<file path="src/rtl/ota_duty_meter.sv">
`default_nettype none
// ============================================================================
// Module  : ota_duty_meter
// Brief   : Per-channel comparator synchroniser, glitch filter and windowed
//           high-time meter with a valid/ack result bank.
// Revision: 1.0 - initial release
// ============================================================================
module ota_duty_meter #(
    parameter  int N_CH        = 2,
    parameter  int CNT_W       = 8,
    parameter  int SYNC_STAGES = 2,
    parameter  int STABLE      = 3,
    localparam int SEL_W       = (N_CH > 1) ? $clog2(N_CH) : 1
) (
    input  logic             clk,
    input  logic             rst,
    input  logic             en,
    input  logic [N_CH-1:0]  cmp_in,
    input  logic [SEL_W-1:0] ch_sel,
    input  logic             result_ack,
    output logic [N_CH-1:0]  cmp_filt,
    output logic [CNT_W-1:0] result,
    output logic             result_valid,
    output logic             overrun
);

    localparam int              c_run_w    = $clog2(STABLE + 1);
    localparam logic [c_run_w-1:0] c_run_last = c_run_w'(STABLE - 1);
    localparam logic [CNT_W-1:0]   c_win_last = {CNT_W{1'b1}};

    typedef enum logic [0:0] {
        S_IDLE = 1'b0,
        S_RUN  = 1'b1
    } state_t;

    state_t             r_state;
    state_t             w_state_nxt;
    logic [N_CH-1:0]    r_sync [SYNC_STAGES];
    logic [N_CH-1:0]    w_sync;
    logic [c_run_w-1:0] r_run [N_CH];
    logic [N_CH-1:0]    r_filt;
    logic [CNT_W-1:0]   r_win_cnt;
    logic [CNT_W-1:0]   r_hi_cnt [N_CH];
    logic [CNT_W:0]     w_sum [N_CH];
    logic [CNT_W-1:0]   w_res [N_CH];
    logic [CNT_W-1:0]   r_bank [N_CH];
    logic               r_valid;
    logic               r_overrun;
    logic               w_win_end;
    logic               w_ack;

    always_ff @(posedge clk) begin
        if (rst) begin
            for (int s = 0; s < SYNC_STAGES; s++) r_sync[s] <= '0;
        end else begin
            r_sync[0] <= cmp_in;
            for (int s = 1; s < SYNC_STAGES; s++) r_sync[s] <= r_sync[s-1];
        end
    end

    assign w_sync = r_sync[SYNC_STAGES-1];

    // Filter counter tracks consecutive samples disagreeing with the output.
    always_ff @(posedge clk) begin
        if (rst) begin
            r_filt <= '0;
            for (int c = 0; c < N_CH; c++) r_run[c] <= '0;
        end else begin
            for (int c = 0; c < N_CH; c++) begin
                if (w_sync[c] != r_filt[c]) begin
                    if (r_run[c] == c_run_last) begin
                        r_filt[c] <= ~r_filt[c];
                        r_run[c]  <= '0;
                    end else begin
                        r_run[c] <= r_run[c] + 1'b1;
                    end
                end else begin
                    r_run[c] <= '0;
                end
            end
        end
    end

    assign cmp_filt = r_filt;

    always_ff @(posedge clk) begin
        if (rst) r_state <= S_IDLE;
        else     r_state <= w_state_nxt;
    end

    always_comb begin
        w_state_nxt = r_state;
        case (r_state)
            S_IDLE:  if (en)  w_state_nxt = S_RUN;
            S_RUN:   if (!en) w_state_nxt = S_IDLE;
            default: w_state_nxt = S_IDLE;
        endcase
    end

    assign w_win_end = (r_state == S_RUN) && en && (r_win_cnt == c_win_last);
    assign w_ack     = result_ack && r_valid;

    // The final cycle's sample is folded in here, so a full window can reach 2**CNT_W.
    always_comb begin
        for (int c = 0; c < N_CH; c++) begin
            w_sum[c] = {1'b0, r_hi_cnt[c]} + (CNT_W+1)'(w_sync[c]);
            w_res[c] = w_sum[c][CNT_W] ? c_win_last : w_sum[c][CNT_W-1:0];
        end
    end

    always_ff @(posedge clk) begin
        if (rst || (r_state != S_RUN) || !en || w_win_end) begin
            r_win_cnt <= '0;
            for (int c = 0; c < N_CH; c++) r_hi_cnt[c] <= '0;
        end else begin
            r_win_cnt <= r_win_cnt + 1'b1;
            for (int c = 0; c < N_CH; c++) r_hi_cnt[c] <= r_hi_cnt[c] + CNT_W'(w_sync[c]);
        end
    end

    always_ff @(posedge clk) begin
        if (rst) begin
            for (int c = 0; c < N_CH; c++) r_bank[c] <= '0;
            r_valid   <= 1'b0;
            r_overrun <= 1'b0;
        end else begin
            if (w_win_end) begin
                for (int c = 0; c < N_CH; c++) r_bank[c] <= w_res[c];
            end
            if (w_win_end)  r_valid <= 1'b1;
            else if (w_ack) r_valid <= 1'b0;
            if (w_ack)                     r_overrun <= 1'b0;
            else if (w_win_end && r_valid) r_overrun <= 1'b1;
        end
    end

    always_comb begin
        result = '0;
        for (int c = 0; c < N_CH; c++) begin
            if (ch_sel == SEL_W'(c)) result = r_bank[c];
        end
    end

    assign result_valid = r_valid;
    assign overrun      = r_overrun;

endmodule
`default_nettype wire

</file>
<file path="config.mk">
export PLATFORM = sky130hd
export DESIGN_NAME = ota_duty_meter
export DESIGN_NICKNAME = d
export VERILOG_FILES = /design/src/rtl/ota_duty_meter.sv
export SDC_FILE = /design/constraint.sdc
export NUM_CORES = 1
export LEC_CHECK = 0
export ABC_AREA = 1
export BUFFER_PORTS_ARGS = -buffer_cell sky130_fd_sc_hd__buf_4
export CAP_MARGIN = 5
export CORE_MARGIN = 10
export CORE_UTILIZATION = 53
export CTS_BUF_LIST = sky130_fd_sc_hd__clkbuf_16
export DETAILED_ROUTE_END_ITERATION = 6
export GPL_ROUTABILITY_DRIVEN = 0
export MAX_ROUTING_LAYER = met4
export PLACE_DENSITY = 0.75
export SETUP_SLACK_MARGIN = 0.15
export SLEW_MARGIN = 15
export SYNTH_ARGS = -nofsm -noshare
export SYNTH_HDL_FRONTEND = slang
export SYNTH_SLANG_ARGS = --single-unit
</file>
<file path="constraint.sdc">
create_clock -name clk -period 1.7 [get_ports clk]
set_clock_uncertainty 0.1 [all_clocks]
set_input_delay 0.17 -clock clk [delete_from_list [all_inputs] [get_ports clk]]
set_output_delay 0.17 -clock clk [all_outputs]
set_load 0.02 [all_outputs]
</file>
==> impl_metrics.toml <==
[sta]
timing.fmax_mhz = 634.9
rsz0062_at_grt = "true"
period_share_pct = 92.65
timing.hold.ws_ps = 11.99
fin_crit_ps = 1575
finalSetupViolations = 0
slew_violations = 0
hold_viol = 0

[floorplanning]
dieArea_um2 = 7475
die_h_um = 86.46
io-pin-count = 19
rows = 24
die_w_um = 86.46
core_area_um2 = 4324
initial_core_util_pct = 54.14

[logic_synthesis]
netlist.area_leader.share_pct = 28.22
synth_area_leaders = "dfxtp_1 (28%), edfxtp_1 (26%), nor2_1 (7.2%)"
synth_top_cell_by_area = "dfxtp_1"
synth_edf_count = 20
synth-seq-cells = 53
synth_ff_type = "dfxtp_1"
ys_seq_area_share_pct = 53.87
synth.most_common_cell = "nor2_1"
yosysUniqueCellTypes = 25
yosys_warnings = 0
syn_inst = 256
ys_async_sr_fraction_pct = 0
synth.top_cells.by_count = "nor2_1 (45), nand2_1 (43), dfxtp_1 (33), inv_1 (33), a21oi_1 (21)"
syn_area_per_cell_um2 = 9.145
syn_area_um2 = 2341

[finish]
final_cells = 341
multi_input_area_um2 = 1047
seqCellArea_um2 = 1272
area_growth_syn_to_layout_pct = 23.09
drive_gt1_share_pct = 24.22
n_antenna_cell = 0
nNetsFinal = 302
fillerInstances = 345

[drt]
route.detailed.drc = 0
drt-total-wl_um = 4693
dr.pass1.iters = 4
drt_iter0_drc = 127
vias = 1758
post_drt_wl_per_cell_um = 13.76
drt-vias-per-instance = 5.155
antenna_left = 0

[clock_tree]
cts_buffers = 5
clk_latency_ps = 290
root_buffer = "clkbuf_16"
cts_tree = "done"
cts_max_path_buffers = 2
ctsHtreeMaxLevel = 2
cts_sinks = 53
clk_pin_slew_ps = 70

[grt]
grt_max_degree = 25
grt_pass1_vias = 1664
grt_pass1_wl_um = 7355
grt_overflow = 0
antenna_found_initial = 0
grt_usage_pct = 12.39

[setup_path]
arrival_ps = 1530
cp.buffers_inverters = 1
r2r-start = "r_sync[0][2]$_SDFF_PP0_"
cp.required_ps = 1650
critPathMaxFanout = 3
path_class = "reg -> reg"
start_kind = "register"
path_cells = "ha_4, ha_4, nand2_4, nor2_4, nand2_1, nand2_1, nand3_1, nand2_1, inv_1"
worst_path_max_delay_cell = "dfxtp_4"
cp-startpoint = "r_sync[0][2]$_SDFF_PP0_"
cp-end-kind = "register"
cpMostUsedCell = "nand2_1"
critical-path-top-delay-family = "simple AND/OR/NAND/NOR gates"
slowest_delay_ps = 360

[hold_path]
hold_start = "rst"
worst_hold_path_type = "in -> reg"

[placed_design]
place_inst = 325
portBuffers = 18
dp.final_hpwl_um = 2906

[pwr]
leakage_nw = 1.100
ir_drop_v = 0.0006554
power_density_nw_per_um2 = 879.3

[flow_run]
maxCapViolations = 0

[run_status]
outcome = "finished clean"
-- cell type report --
cell class              instances  share of cell area, %
flip-flops and latches         53                  44.16
multi-input cells             168                  36.34
clock buffers                   5                  4.342
clock inverters                 3                 0.8684
well taps                      52                  2.258
inverters                      33                  4.299
repair buffers                 27                  7.729
-- logic make-up after synthesis --
family	synth area share (%)
XOR/XNOR	3.367
multiplexers	3.848
flip-flops	53.87
AO/OA/AOI/OAI	6.307
other	0.1602
buffers and inverters	7.162
adder cells (fa/ha/maj)	3.741
AND/OR/NAND/NOR	21.54
-- placed cells by master, fill, tap and decap left out, drive strengths merged, types with 5 or more instances in the layout --
master  instances
a21oi          21
buf            24
clkbuf          5
dfxtp          33
edfxtp         20
ha              7
inv            35
mux2            8
nand2          44
nand3          17
nor2           47
xor2            5
-- layer usage --
metal,vias up,track usage (%),part of all wire (%)
li1,886,-,-
met1,823,13.35,43
met2,36,20.07,50
met3,13,3.471,4.3
met4,0,7.069,2.2
met5,-,-,0
-- worst paths after layout --
check | endpoint | slack (ps) | depth (start not counted)
worst max-delay path | r_bank[0][6]$_SDFFCE_PN0P_ | 120 | 9
worst min register to register | r_sync[0][2]$_SDFF_PP0_ | 300 | 2
worst max register to register | r_bank[0][6]$_SDFFCE_PN0P_ | 120 | 9
worst min-delay path | r_sync[0][2]$_SDFF_PP0_ | 10 | 2
-- stage by stage --
stage | util (%) | area (um^2) | worst slack [ps] | total power (W) | TNS [ps]
2_1_floorplan | - | 2355 | 153.2 | 0.001472 | 0
3_3_place_gp | 58.54 | 2531 | 75.52 | 0.001526 | 0
6_report | 66.64 | 2882 | 124.9 | 0.002534 | 0
3_5_place_dp | 58.54 | 2531 | -10.36 | 0.001528 | -10.36
4_1_cts | 64.32 | 2781 | 157.2 | 0.002547 | 0
5_1_grt | 66.64 | 2882 | 76.93 | 0.002618 | 0
-- where the power goes --
group | switching [W] | internal, W
combinational | 0.0000796 | 0.0000687
sequential | 0.0000136 | 0.00135
clock | 0.000468 | 0.000557
-- state kept, by name, indices dropped and copies added, names as in the netlist, 2 cells and up --
signal     count
r_hi_cnt      16
r_win_cnt      8
r_sync         4
r_bank        16
cmp_filt       2
r_run          4
-- timing repair --
| item | in CTS | in global routing |
|---|---|---|
| pin swaps | 2 | 5 |
| endpoints found under the hold margin | 3 | 0 |
| hold buffers | 3 | 0 |
| setup endpoints to repair | 32 | 38 |
| buffers inserted | 1 | 4 |
| resized for setup | 16 | 18 |
No activity file was read; power rests on OpenSTA's default activity.
